File: src/rtl/swb_input_conditioner_pkg.sv
// Shared constants for the switch/button input conditioner: register map,
// default debounce timing and the counter-width helper.
package swb_pkg;

   localparam logic [1:0] SWB_ADDR_LEVEL = 2'd0;
   localparam logic [1:0] SWB_ADDR_RISE  = 2'd1;
   localparam logic [1:0] SWB_ADDR_FALL  = 2'd2;
   localparam logic [1:0] SWB_ADDR_MASK  = 2'd3;

   localparam int SWB_TICK_CYCLES_DEF = 100000;
   localparam int SWB_SAMPLES_DEF     = 3;

   // Bits needed to hold 0..v-1; never less than 1 so counters stay legal.
   function automatic int clog2(input int v);
      int r;
      r = 1;
      while ((longint'(1) << r) < longint'(v)) r++;
      return r;
   endfunction

endpackage

File: src/rtl/swb_input_conditioner_if.sv
// CPU-side register bus of the input conditioner: strobes, address, data.
interface swb_input_conditioner_if;
   logic        rd_en;
   logic        wr_en;
   logic [1:0]  addr;
   logic [31:0] wr_data;
   logic [31:0] rd_data;
   logic        rd_valid;

   modport master (output rd_en, wr_en, addr, wr_data, input rd_data, rd_valid);
   modport slave  (input rd_en, wr_en, addr, wr_data, output rd_data, rd_valid);
endinterface

File: src/rtl/swb_input_conditioner_debounce.sv
// One input bit: 2-FF synchroniser, tick-sampled debounce counter, stable
// level and single-cycle rise/fall pulses aligned with the level update.
module swb_debounce_cell #(
   parameter int SAMPLES = 3,
   parameter int CW      = 2
) (
   input  logic clk,
   input  logic rst,
   input  logic raw_i,
   input  logic tick_i,
   output logic level_o,
   output logic rise_o,
   output logic fall_o
);
   logic [1:0]    sync_q;
   logic          stable_q, stable_d;
   logic [CW-1:0] cnt_q, cnt_d;

   always_comb begin
      stable_d = stable_q;
      cnt_d    = cnt_q;
      if (tick_i) begin
         if (sync_q[1] == stable_q) begin
            cnt_d = '0;
         end else if (cnt_q == CW'(SAMPLES - 1)) begin
            stable_d = ~stable_q;
            cnt_d    = '0;
         end else begin
            cnt_d = cnt_q + CW'(1);
         end
      end
   end

   assign level_o = stable_q;
   assign rise_o  = ~stable_q &  stable_d;
   assign fall_o  =  stable_q & ~stable_d;

   always_ff @(posedge clk or negedge rst) begin
      if (!rst) begin
         sync_q   <= '0;
         stable_q <= 1'b0;
         cnt_q    <= '0;
      end else begin
         sync_q   <= {sync_q[0], raw_i};
         stable_q <= stable_d;
         cnt_q    <= cnt_d;
      end
   end
endmodule

File: src/rtl/swb_input_conditioner.sv
// Switch/button input conditioner: debounced levels plus sticky RISE/FALL
// edge registers. Define SWB_IRQ_EN to enable the MASK register and irq.
module swb_input_conditioner
   import swb_pkg::*;
#(
   parameter int N_IN        = 19,
   parameter int TICK_CYCLES = SWB_TICK_CYCLES_DEF,
   parameter int SAMPLES     = SWB_SAMPLES_DEF
) (
   input  logic                   clk,
   input  logic                   rst,
   input  logic [N_IN-1:0]        raw_in,
   swb_input_conditioner_if.slave bus,
   output logic [N_IN-1:0]        level,
   output logic                   irq
);
   localparam int TW = clog2(TICK_CYCLES);
   localparam int CW = clog2(SAMPLES);

   logic [TW-1:0]   tick_cnt_q, tick_cnt_d;
   logic            tick;
   logic [N_IN-1:0] rise_pls, fall_pls;
   logic [N_IN-1:0] rise_q, rise_d, fall_q, fall_d, mask_q, mask_d;
   logic [N_IN-1:0] wdat;
   logic [31:0]     rd_data_q, rd_data_d;
   logic            rd_valid_q, irq_q, irq_d;

   always_comb begin
      tick       = (tick_cnt_q == TW'(TICK_CYCLES - 1));
      tick_cnt_d = tick ? '0 : tick_cnt_q + TW'(1);
   end

   for (genvar g = 0; g < N_IN; g++) begin : g_cell
      swb_debounce_cell #(.SAMPLES(SAMPLES), .CW(CW)) u_cell (
         .clk    (clk),
         .rst    (rst),
         .raw_i  (raw_in[g]),
         .tick_i (tick),
         .level_o(level[g]),
         .rise_o (rise_pls[g]),
         .fall_o (fall_pls[g])
      );
   end

   // A hardware edge OR-ed in after the W1C mask, so a same-cycle set survives.
   always_comb begin
      wdat   = bus.wr_data[N_IN-1:0];
      rise_d = (rise_q & ~((bus.wr_en && bus.addr == SWB_ADDR_RISE) ? wdat : '0)) | rise_pls;
      fall_d = (fall_q & ~((bus.wr_en && bus.addr == SWB_ADDR_FALL) ? wdat : '0)) | fall_pls;
`ifdef SWB_IRQ_EN
      mask_d = (bus.wr_en && bus.addr == SWB_ADDR_MASK) ? wdat : mask_q;
      irq_d  = |((rise_q | fall_q) & mask_q);
`else
      mask_d = '0;
      irq_d  = 1'b0;
`endif
      rd_data_d = rd_data_q;
      if (bus.rd_en) begin
         case (bus.addr)
            SWB_ADDR_LEVEL: rd_data_d = 32'(level);
            SWB_ADDR_RISE:  rd_data_d = 32'(rise_q);
            SWB_ADDR_FALL:  rd_data_d = 32'(fall_q);
            default:        rd_data_d = 32'(mask_q);
         endcase
      end
   end

   always_ff @(posedge clk or negedge rst) begin
      if (!rst) begin
         tick_cnt_q <= '0;
         rise_q     <= '0;
         fall_q     <= '0;
         mask_q     <= '0;
         rd_data_q  <= '0;
         rd_valid_q <= 1'b0;
         irq_q      <= 1'b0;
      end else begin
         tick_cnt_q <= tick_cnt_d;
         rise_q     <= rise_d;
         fall_q     <= fall_d;
         mask_q     <= mask_d;
         rd_data_q  <= rd_data_d;
         rd_valid_q <= bus.rd_en;
         irq_q      <= irq_d;
      end
   end

   assign bus.rd_data  = rd_data_q;
   assign bus.rd_valid = rd_valid_q;
   assign irq          = irq_q;
endmodule

File: src/flat_wrapper.sv
// flat-port wrapper written by rule: the top's interface ports become plain ports
module swb_input_conditioner_flat import swb_pkg::*;
#(
   parameter int N_IN        = 19,
   parameter int TICK_CYCLES = SWB_TICK_CYCLES_DEF,
   parameter int SAMPLES     = SWB_SAMPLES_DEF
)
  (clk, rst, raw_in, level, irq, bus_rd_en, bus_wr_en, bus_addr, bus_wr_data, bus_rd_data, bus_rd_valid);
  swb_input_conditioner_if bus_i ();
  input  logic clk;
  input  logic rst;
  input  logic [N_IN-1:0] raw_in;
  output logic [N_IN-1:0] level;
  output logic irq;
  input wire logic [$bits(bus_i.rd_en)-1:0] bus_rd_en;
  input wire logic [$bits(bus_i.wr_en)-1:0] bus_wr_en;
  input wire logic [$bits(bus_i.addr)-1:0] bus_addr;
  input wire logic [$bits(bus_i.wr_data)-1:0] bus_wr_data;
  output wire logic [$bits(bus_i.rd_data)-1:0] bus_rd_data;
  output wire logic [$bits(bus_i.rd_valid)-1:0] bus_rd_valid;
  assign bus_i.rd_en = bus_rd_en;
  assign bus_i.wr_en = bus_wr_en;
  assign bus_i.addr = bus_addr;
  assign bus_i.wr_data = bus_wr_data;
  assign bus_rd_data = bus_i.rd_data;
  assign bus_rd_valid = bus_i.rd_valid;
  swb_input_conditioner #(.N_IN(N_IN), .TICK_CYCLES(TICK_CYCLES), .SAMPLES(SAMPLES)) u_core (.clk(clk), .rst(rst), .raw_in(raw_in), .bus(bus_i), .level(level), .irq(irq));
endmodule
File: config.mk
export PLATFORM = sky130hd
export DESIGN_NAME = swb_input_conditioner_flat
export DESIGN_NICKNAME = d
export VERILOG_FILES = /design/src/rtl/swb_input_conditioner_pkg.sv /design/src/rtl/swb_input_conditioner_if.sv /design/src/rtl/swb_input_conditioner_debounce.sv /design/src/rtl/swb_input_conditioner.sv /design/src/flat_wrapper.sv
export SDC_FILE = /design/constraint.sdc
export NUM_CORES = 1
export LEC_CHECK = 0
export CAP_MARGIN = 20
export CORE_MARGIN = 5
export CORE_UTILIZATION = 54
export DETAILED_ROUTE_END_ITERATION = 10
export GPL_ROUTABILITY_DRIVEN = 0
export PLACE_DENSITY = 0.91
export SLEW_MARGIN = 20
export SYNTH_ARGS = -nofsm -noshare
export SYNTH_HDL_FRONTEND = slang
export SYNTH_SLANG_ARGS = --single-unit
File: constraint.sdc
create_clock -name clk -period 3 [get_ports clk]
set_input_delay 0.9 -clock clk [delete_from_list [all_inputs] [get_ports clk]]
set_output_delay 0.9 -clock clk [all_outputs]
set_load 0.03 [all_outputs]
==> metrics.md, run 1 <==
| Metric | Value |
|---|---|
| Setup Crit Path Kind | `reg -> out` |
| Die ar. | `between 15000 and 20000 µm²` |
| Layout cells sized above 1 | `roughly a tenth` |
| Seq cells post-synth | `170` |
| Die Y-Extent | `around 130 µm` |
| Clk slew on worst S/H paths | `approximately 60 ps` |
| Fmax | `0.386 GHz` |
| GR Overflow Total | `0` |
| H-tree lvl count | `4` |
| Iteration-0 DRC Markers | `just over 400` |
| Cts repair resizes | `0` |
| Max Cap Viol | `0` |
| Outcome | `finished, final reports clean` |
| Sink Count | `between 150 and 200` |
| Pleak | `between 3 and 4 nW` |
| Vias in the first global route | `between 5000 and 6000` |
| Worst min path class | `reg -> reg` |
| Die width | `127 µm` |
| First-pass GRT wire length | `approximately 26 mm` |
| WP data required | `approximately 2100 ps` |
| Crit end category | `primary output` |
| Final Skew | `between 6 and 7 ps` |
| Arr. time, crit path | `1690 ps` |
| Nets | `~810` |
| Residual DRC | `0` |
| Shortest period the worst path allows | `between 2000 and 3000 ps` |
| Ant. Diodes | `0` |
| Number of synthesized flops with an enable pin | `0` |
| Postcts setup bufs | `0` |
| Dominant cell type by area after synthesis | `dfrtp_1` |
| Top cells by count, synth | `170 x dfrtp_1, 133 x nand2_1, 45 x nor2_1` |
| Core area | `between 10000 and 15000 µm²` |
| VDD IR-drop max | `around 0.00042 V` |
| Via density | `between 5 and 6` |
| Routed vias | `between 5000 and 6000` |
| Final Setup Violations | `0` |
| Register Area | `approximately 4300 µm²` |
| Antenna violations before repair | `1` |
| Root Buffer | `clkbuf_16` |
| CP bufs+invs | `1` |
| Cts bufs inserted | `17` |
| Layout area overhead | `21.4%` |
| Final Max Tran Viols | `0` |
| YS warnings | `0` |
| Wire per inst | `~17 µm` |
| Row count | `43` |
| RSZ-0062 raised after global routing | `false` |
| Mapped Area | `approximately 7400 µm²` |
| CTS tree | `done` |
| Synth async-reset ratio | `100%` |
| Fill count | `~980` |
| # hold bufs at CTS | `0` |
| Slowest stage cell, crit path | `clkdlybuf4s50_1` |
| Slowest stage delay, CP | `770 ps` |
| Synth top area share | `a little under three fifths` |
| Count leader, synth | `dfrtp_1` |
| Crit-path cells | `clkdlybuf4s50_1` |
| Final Hold Viols | `0` |
| Skew-Pair Late Insertion Delay | `approximately 430 ps` |
| # port buffers | `82` |
| Placed Instances | `between 900 and 1000` |
| Pin count of the biggest net entering global routing | `73` |
| Initial Utilization | `between 50% and 60%` |
| Fraction of the yosys area taken by sequential cells | `a little under three fifths` |
| Gr usage total | `20.6%` |
| CP Launch Type | `flip-flop` |
| Top delay family on crit path | `buffers and inverters` |
| Clock Path Buffers | `2` |
| Multi-input logic area | `around 2800 µm²` |
| Slew @ Worst Pin | `~670 ps` |
| TritonRoute pass-1 iters | `5` |
| Hpwl dp | `10.0 mm` |
| Relative slew slack | `approximately 56%` |
| Syn avg cell area | `approximately 11 µm²` |
| Dominant synthesized flop cell | `dfrtp_1` |
| Tot Pwr | `between 5 and 6 mW` |
| Power per cell area | `~600 nW/µm²` |
| I/O pin cnt | `between 100 and 150` |
| Top cells by area, synth | `dfrtp_1 57%, nand2_1 6.7%, mux2i_1 5.4%` |
| Fin crit share | `between 80 and 90%` |
| Non-Filler Instances | `948` |
| Post-route ant nets | `0` |
| R2R setup slack | `roughly 640 ps` |
| Total negative setup slack | `0 ps` |
| Unique masters post-synth | `36` |
| CP Max Fanout | `7` |
| WL final | `about 16 mm` |
| Post-synthesis cell count | `roughly 690` |
==> stage by stage <==
| stage | instance area, µm² | setup slack (ps) | hold WS [ps] | utilization [%] |
|---|---|---|---|---|
| after floorplan | 7500 | 776 | 331 | - |
| after global placement | 8300 | 435 | 333 | 60.5 |
| after detailed placement | 8300 | 412 | 335 | 60.5 |
| after CTS | 9040 | 390 | 348 | 65.9 |
| after global routing | 9040 | 323 | 355 | 65.9 |
| final | 9040 | 406 | 347 | 65.9 |
==> where the power goes <==
group / internal (mW) / total [mW] / switching (mW)
registers: 2.36 / 2.40 / 0.0379
logic: 0.144 / 0.358 / 0.214
clock network: 1.86 / 2.74 / 0.888
==> metal layers <==
layer,vias up,track usage (%),part of all wire [%]
li1,2454,-,-
met1,2656,25.9,40
met2,183,33.9,50
met3,32,6.10,7.0
met4,2,7.63,2.2
met5,-,0,0.068
==> kinds of logic (layout without fill, tap and decap cells) <==
family                   after synthesis  after routing  share of synthesized area, %
XOR/XNOR                              30             30                          3.53
flip-flops                           170            170                          57.1
adder cells (fa/ha/maj)                1              1                         0.168
AO/OA/AOI/OAI                        133            133                          12.8
buffers and inverters                 64            133                          5.54
other                                  1             14                        0.0504
AND/OR/NAND/NOR                      244            244                          15.0
multiplexers                          43             43                          5.83
==> state kept, by name, summed over array words and instances, names as in the netlist <==
name,count
u_core.g_cell.u_cell.cnt_q,38
u_core.g_cell.u_cell.sync_q,38
u_core.bus.rd_data,19
u_core.fall_q,19
u_core.g_cell.u_cell.level_o,19
u_core.rise_q,19
u_core.tick_cnt_q,17
u_core.bus.rd_valid,1
==> final timing paths <==
check | start | end | depth (start not counted)
worst max-delay path | u_core.g_cell[6].u_cell.level_o$_DFF_PN0_ | level[6] | 1
worst min-delay path | u_core.g_cell[17].u_cell.sync_q[0]$_DFF_PN0_ | u_core.g_cell[17].u_cell.sync_q[1]$_DFF_PN0_ | 0
worst max register to register | u_core.tick_cnt_q[6]$_DFF_PN0_ | u_core.g_cell[2].u_cell.cnt_q[0]$_DFFE_PN0N_ | 5
worst min register to register | u_core.g_cell[17].u_cell.sync_q[0]$_DFF_PN0_ | u_core.g_cell[17].u_cell.sync_q[1]$_DFF_PN0_ | 0
max in group asynchronous | rst | u_core.bus.rd_valid$_DFF_PN0_ | 2
min in group asynchronous | rst | u_core.rise_q[14]$_DFF_PN0_ | 1
==> cells in the final DEF, fill, tap and decap left out, types with 5 or more instances in the layout <==
| cell type | synthesis | routed |
|---|---|---|
| dfrtp_1 | 170 | 170 |
| nand2_1 | 133 | 133 |
| clkdlybuf4s50_1 | 0 | 81 |
| nor2_1 | 45 | 45 |
| mux2i_1 | 40 | 40 |
| a21oi_1 | 39 | 39 |
| o21ai_0 | 24 | 24 |
| xor2_1 | 20 | 20 |
| o31ai_2 | 19 | 19 |
| a32o_1 | 19 | 19 |
| nor2b_1 | 19 | 18 |
| nand2b_1 | 17 | 17 |
| o31ai_1 | 17 | 17 |
| clkbuf_16 | 0 | 17 |
| buf_4 | 34 | 15 |
| conb_1 | 1 | 14 |
| o21ai_1 | 13 | 13 |
| xnor2_1 | 10 | 10 |
| bufinv_16 | 0 | 9 |
| nand3_1 | 8 | 8 |
| nor3_1 | 5 | 5 |
==> cell type report <==
| class | count | area share, % |
|---|---|---|
| Clock buffer | 20 | 5.05 |
| Clock inverter | 12 | 3.21 |
| Sequential cell | 170 | 47.0 |
| Tap cell | 180 | 2.49 |
| Inverter | 2 | 0.0830 |
| Timing Repair Buffer | 99 | 10.8 |
| Multi-Input combinational cell | 465 | 31.4 |
Note: power is estimated with default switching activity, not from simulation.
==> run 2, diff against run 1 <==
==> constraint.sdc (replaced) <==
create_clock -name clk -period 2.6 [get_ports clk]
set_input_delay 0.78 -clock clk [delete_from_list [all_inputs] [get_ports clk]]
set_output_delay 0.78 -clock clk [all_outputs]
set_load 0.03 [all_outputs]
==> run 2 against run 1 <==
  * Clock skew increased by 2.3 ps
  * Clock-buffer cell count rose by 2
  * Flip-flop and latch count is the same
==> metrics.md, run 2 (same netlist as run 1, synthesis figures left out) <==
| Metric | Value |
|---|---|
| Outcome | `finished, final reports clean` |
| Relative slew slack | `60.8% (+5.2 points)` |
| Int Power | `4.25 mW (-2.4%)` |
| Final Setup Violations | `0 (unchanged)` |
| Post-route ant nets | `0 (unchanged)` |
| Pin count of the biggest net entering global routing | `83 (+14%)` |
| Power per cell area | `628 nW/µm² (+3.3%)` |
| CTS tree | `done` |
| Residual DRC | `0 (unchanged)` |
| VDD IR-drop max | `0.000475 V (+13%)` |
| Iteration-0 DRC Markers | `484 (+17%)` |
| Biggest regs | `u_core.g_cell.u_cell.cnt_q x38, u_core.g_cell.u_cell.sync_q x38` |
| Worst min path class | `in -> async` |
| CP bufs+invs | `1 (unchanged)` |
| Initial Utilization | `54.3% (unchanged)` |
| Die ar. | `16200 µm² (unchanged)` |
| Fin crit share | `between 90% and 100%` |
| Post-layout util | `64.7% (-1.2 points)` |
| Slew @ Worst Pin | `588 ps (-78.2 ps)` |
| Final Hold Viols | `0 (unchanged)` |
| Nets | `812 (-0.12%)` |
| I/O pin cnt | `110 (unchanged)` |
| Sequential power share | `49.6% (+6.0 points)` |
| Final Max Tran Viols | `0 (unchanged)` |
| TritonRoute pass-1 iters | `5 (unchanged)` |
| Cts repair resizes | `0 (unchanged)` |
| Setup Crit Path Kind | `reg -> out` |
| Core area | `13700 µm² (unchanged)` |
| Clock Path Buffers | `2 (unchanged)` |
| Most frequent cells in the layout | `170 x dfrtp_1, 133 x nand2_1, 81 x clkdlybuf4s50_1, 45 x nor2_1, 40 x mux2i_1` |
| Slowest stage cell, crit path | `clkdlybuf4s50_1` |
| Via density | `5.59 (-0.44%)` |
| Final Skew | `8.83 ps (+2.32 ps)` |
| Postcts setup bufs | `0 (unchanged)` |
| Root Buffer | `clkbuf_16` |
| CP Launch Type | `flip-flop` |
| Cts bufs inserted | `17 (unchanged)` |
| First-pass GRT wire length | `26.7 mm (+1.4%)` |
| Die width | `127 µm (unchanged)` |
| Arr. time, crit path | `1680 ps (about the same)` |
| Layout area overhead | `19.2%` |
| H-tree lvl count | `4 (unchanged)` |
| Gr usage total | `21.0% (+0.39 points)` |
| Vias in the first global route | `5224 (+0.79%)` |
| Clk slew on worst S/H paths | `60 ps (about the same)` |
| Clock power frac | `42.9% (-7.0 points)` |
| GR Overflow Total | `0 (unchanged)` |
| CP Max Fanout | `7 (unchanged)` |
| Antenna violations before repair | `1 (unchanged)` |
| RSZ-0062 raised after global routing | `false` |
| Crit-path cells | `clkdlybuf4s50_1` |
| Shortest period the worst path allows | `2460 ps` |
| Wire per inst | `17.2 µm (+0.54%)` |
| # port buffers | `82 (unchanged)` |
| Hpwl dp | `10.3 mm (+2.9%)` |
| WP data required | `1820 ps (-280 ps)` |
| Crit end category | `primary output` |
| Row count | `43 (unchanged)` |
| Most common cell after layout, fill and taps aside | `dfrtp_1` |
| Layout cells sized above 1 | `9.78% (-0.38 points)` |
| Sink Count | `170 (unchanged)` |
| Net load switching power | `1.32 mW (+16%)` |
| Routed vias | `5298 (-0.54%)` |
| Sw frac | `23.7% (+3.0 points)` |
| Skew-Pair Late Insertion Delay | `430 ps (about the same)` |
| Ant. Diodes | `0 (unchanged)` |
| Die Y-Extent | `127 µm (unchanged)` |
| Top delay family on crit path | `buffers and inverters` |
| WL final | `16.3 mm (+0.44%)` |
| Gate power share | `7.4% (+0.9 points)` |
| Total negative setup slack | `0 ps (unchanged)` |
| Fmax | `a little over 0.4 GHz` |
| # hold bufs at CTS | `0 (unchanged)` |
| Slowest stage delay, CP | `770 ps (about the same)` |
| Pleak | `3.80 nW (-2.4%)` |
| Max Cap Viol | `0 (unchanged)` |
run 2: path summary, 6_finish.rpt:
check,startpoint,to,slack (ps),cells after the start
min in group clk,u_core.g_cell[11].u_cell.sync_q[0]$_DFF_PN0_,u_core.g_cell[11].u_cell.sync_q[1]$_DFF_PN0_,350,0
hold / removal,rst,u_core.g_cell[14].u_cell.cnt_q[1]$_DFFE_PN0N_,120,1
hold reg to reg,u_core.g_cell[11].u_cell.sync_q[0]$_DFF_PN0_,u_core.g_cell[11].u_cell.sync_q[1]$_DFF_PN0_,350,0
max in group asynchronous,rst,u_core.tick_cnt_q[1]$_DFF_PN0_,1720,2
setup reg to reg,u_core.tick_cnt_q[6]$_DFF_PN0_,u_core.g_cell[18].u_cell.cnt_q[0]$_DFFE_PN0N_,340,5
setup / recovery,u_core.g_cell[6].u_cell.level_o$_DFF_PN0_,level[6],140,1
run 2: per-layer routing:
metal  GRT usage, %  up-vias  wire (µm)
li1               -     2438          -
met1           26.1     2647       6620
met2           34.6      178       8290
met3           6.52       33       1000
met4           7.76        2        341
met5              0        -         11
run 2: worst reg2reg max path, stage by stage (launching register included):
cell and delay, ps:
dfrtp_1 410, or4b_4 570, or4_4 570, buf_12 250, nor3_2 230, mux2_2 180
run 2: area by class of cell:
type	count	area, µm²
multi-input combinational	465	2840
tap	180	225
clock buffer	22	464
fill	978	4850
sequential	170	4250
clock inverter	10	95.1
inverter	2	7.51
timing repair buffer	98	992
run 2: power by group through the flow:
stage | registers, mW | logic, mW | clock network, mW
final | 2.77 | 0.414 | 2.39
after global routing | 2.77 | 0.447 | 2.56
after CTS | 2.77 | 0.418 | 2.42
after detailed placement | 2.81 | 0.414 | 0
after global placement | 2.81 | 0.404 | 0
after floorplan | 2.86 | 0.142 | 0
run 2: metrics by stage:
stage	setup WS [ps]	total power [mW]	hold WS (ps)	cells	instance area (µm²)
after floorplan	449	3.00	331	699	7500
after global placement	305	3.21	332	915	8310
after detailed placement	223	3.23	337	915	8310
after CTS	112	5.60	111	947	8870
after global routing	51.4	5.78	108	947	8870
final	140	5.57	125	947	8870
==> run 3, diff against run 2 <==
--- a/config.mk
+++ b/config.mk
@@ -5,12 +5,12 @@
 export SDC_FILE = /design/constraint.sdc
 export NUM_CORES = 1
 export LEC_CHECK = 0
-export CAP_MARGIN = 20
 export CORE_MARGIN = 5
 export CORE_UTILIZATION = 54
 export DETAILED_ROUTE_END_ITERATION = 10
 export GPL_ROUTABILITY_DRIVEN = 0
 export PLACE_DENSITY = 0.91
+export SETUP_SLACK_MARGIN = 0.2
 export SLEW_MARGIN = 20
 export SYNTH_ARGS = -nofsm -noshare
 export SYNTH_HDL_FRONTEND = slang
==> run 3 against run 2 <==
  * Hold slack got worse by 2.8 ps
  * Cell count did not move
  * Via count fell by 0.13%
  * Global-route usage did not move
  * Power barely moved
  * Register-to-register slack barely moved
  * Clock-buffer cell count did not move
  * Clock power barely moved
  * Largest power group unchanged
  * Sequential share of layout area rose by 0.13 points
  * Combinational power barely moved
  * Clock skew barely moved
  * Wire length barely moved
  * Critical path type unchanged
==> metrics.md, run 3 (same netlist as run 1, synthesis figures left out) <==
| Metric | Value |
|---|---|
| Skew-Pair Late Insertion Delay | `430 ps (about the same)` |
| Max Cap Viol | `0 (unchanged)` |
| Fmax | `0.430 GHz (+5.8%)` |
| Clk slew on worst S/H paths | `60 ps (about the same)` |
| Routed vias | `5291 (-0.13%)` |
| Vias in the first global route | `5224 (unchanged)` |
| Residual DRC | `0 (unchanged)` |
| # port buffers | `82 (unchanged)` |
| WP data required | `1820 ps (about the same)` |
| Multi-input logic area | `2840 µm² (unchanged)` |
| Post-route ant nets | `0 (unchanged)` |
| Root Buffer | `clkbuf_16` |
| # hold bufs at CTS | `0 (unchanged)` |
| Die width | `127 µm (unchanged)` |
| Final Hold Viols | `0 (unchanged)` |
| Place WS | `223 ps (unchanged)` |
| Fin crit share | `89.4% (-5.2 points)` |
| Met1 GRT Util | `26.1% (unchanged)` |
| Die Y-Extent | `127 µm (unchanged)` |
| Crit-path cells | `clkdlybuf4s50_1` |
| CTS tree | `done` |
| Busiest layer in global routing | `met2` |
| Outcome | `finished, final reports clean` |
| H-tree lvl count | `4 (unchanged)` |
| Pleak | `3.89 nW (+2.4%)` |
| Layout area overhead | `18.8%` |
| Top delay family on crit path | `buffers and inverters` |
| Nets | `812 (unchanged)` |
| I/O pin cnt | `110 (unchanged)` |
| Crit end category | `primary output` |
| Gr usage total | `21.0% (unchanged)` |
| Worst min path class | `in -> async` |
| Shortest period the worst path allows | `2330 ps (-135 ps)` |
| Via density | `5.59 (-0.13%)` |
| Post-route cell area | `8850 µm² (-0.27%)` |
| Most frequent cells in the layout | `170 x dfrtp_1, 133 x nand2_1, 62 x clkdlybuf4s50_1, 45 x nor2_1, 40 x mux2i_1` |
| Final Max Tran Viols | `0 (unchanged)` |
| WL final | `16.3 mm (about the same)` |
| CP bufs+invs | `1 (unchanged)` |
| GR Util met3 | `6.52% (unchanged)` |
| Iteration-0 DRC Markers | `487 (+0.62%)` |
| CP Launch Type | `flip-flop` |
| R2R setup slack | `350 ps (about the same)` |
| Core area | `13700 µm² (unchanged)` |
| CP Max Fanout | `2 (-5)` |
| Sink Count | `170 (unchanged)` |
| Die ar. | `16200 µm² (unchanged)` |
| Antenna violations before repair | `1 (unchanged)` |
| Most common cell after layout, fill and taps aside | `dfrtp_1` |
| Row count | `43 (unchanged)` |
| Cts bufs inserted | `17 (unchanged)` |
| Met2 usage | `34.6% (unchanged)` |
| Placed instance area | `8310 µm² (unchanged)` |
| Hpwl dp | `10.3 mm (unchanged)` |
| Wire per inst | `17.2 µm (about the same)` |
| Final Skew | `8.69 ps (-0.143 ps)` |
| Slowest stage cell, crit path | `clkdlybuf4s50_1` |
| TritonRoute pass-1 iters | `5 (unchanged)` |
| VDD IR-drop max | `0.000480 V (+1.0%)` |
| Arr. time, crit path | `1550 ps (-130 ps)` |
| Pin count of the biggest net entering global routing | `83 (unchanged)` |
| Layout cells sized above 1 | `9.78% (unchanged)` |
| Slew @ Worst Pin | `591 ps (+2.67 ps)` |
| RSZ-0062 raised after global routing | `false` |
| Fill count | `990 (+1.2%)` |
| Worst setup margin | `274 ps (+135 ps)` |
| Slowest stage delay, CP | `710 ps (-60 ps)` |
| Final Setup Violations | `0 (unchanged)` |
| Hold_ws | `122 ps (-2.77 ps)` |
| First-pass GRT wire length | `26.7 mm (unchanged)` |
| Initial Utilization | `54.3% (unchanged)` |
| GR Overflow Total | `0 (unchanged)` |
| Total negative setup slack | `0 ps (unchanged)` |
| Register Area | `4250 µm² (unchanged)` |
| Relative slew slack | `60.6% (-0.18 points)` |
| Power per cell area | `630 nW/µm² (+0.24%)` |
| Setup Crit Path Kind | `reg -> out` |
| Clock Path Buffers | `2 (unchanged)` |
| Ant. Diodes | `0 (unchanged)` |
| Biggest regs | `u_core.g_cell.u_cell.cnt_q x38, u_core.g_cell.u_cell.sync_q x38` |
[run 3: power breakdown]
part	leakage, nW	internal [mW]	total, mW	switching [mW]
sequential	2.24	2.72	2.77	0.0452
combinational	1.40	0.165	0.413	0.248
clock	0.258	1.37	2.39	1.03
[run 3: area by class of cell]
class                           count  share of cell area (%)
Sequential cell                   170                    48.1
Multi-Input combinational cell    465                    32.0
Timing Repair Buffer               98                    10.9
Clock buffer                       22                    5.25
Tap cell                          180                    2.54
Clock inverter                     10                    1.07
Inverter                            2                  0.0848
[run 3: path summary, 6_finish.rpt]
kind / startpoint / endpoint / cells after the start
setup / recovery: u_core.bus.rd_data[6]$_DFFE_PN0P_ / bus_rd_data[6] / 1
hold / removal: rst / u_core.g_cell[14].u_cell.cnt_q[1]$_DFFE_PN0N_ / 1
setup reg to reg: u_core.tick_cnt_q[6]$_DFF_PN0_ / u_core.g_cell[18].u_cell.cnt_q[0]$_DFFE_PN0N_ / 5
hold reg to reg: u_core.g_cell[11].u_cell.sync_q[0]$_DFF_PN0_ / u_core.g_cell[11].u_cell.sync_q[1]$_DFF_PN0_ / 0
max in group asynchronous: rst / u_core.tick_cnt_q[1]$_DFF_PN0_ / 2
min in group clk: u_core.g_cell[11].u_cell.sync_q[0]$_DFF_PN0_ / u_core.g_cell[11].u_cell.sync_q[1]$_DFF_PN0_ / 0
[run 3: what timing repair did]
| item | in CTS | in global routing |
|---|---|---|
| gates resized for setup | 19 | 0 |
| endpoints found under the setup margin | 19 | 0 |
| setup buffers | 0 | 0 |
[run 3: per-layer routing]
layer	part of all wire, %	wire (µm)
met5	0.068	11
met4	2.0	325
met3	6.2	1020
met2	51	8310
met1	41	6600
[run 3: worst reg2reg max path: stages (launching register included)]
cell     delay, ps
dfrtp_1        410
or4b_4         570
or4_4          570
buf_12         250
nor3_2         220
mux2_2         180
[run 3: through the flow]
step	instances	utilization, %	power [mW]
2_1_floorplan	699	-	3.00
3_3_place_gp	915	60.6	3.21
3_5_place_dp	915	60.6	3.23
4_1_cts	947	64.5	5.60
5_1_grt	947	64.5	5.78
6_report	947	64.5	5.57
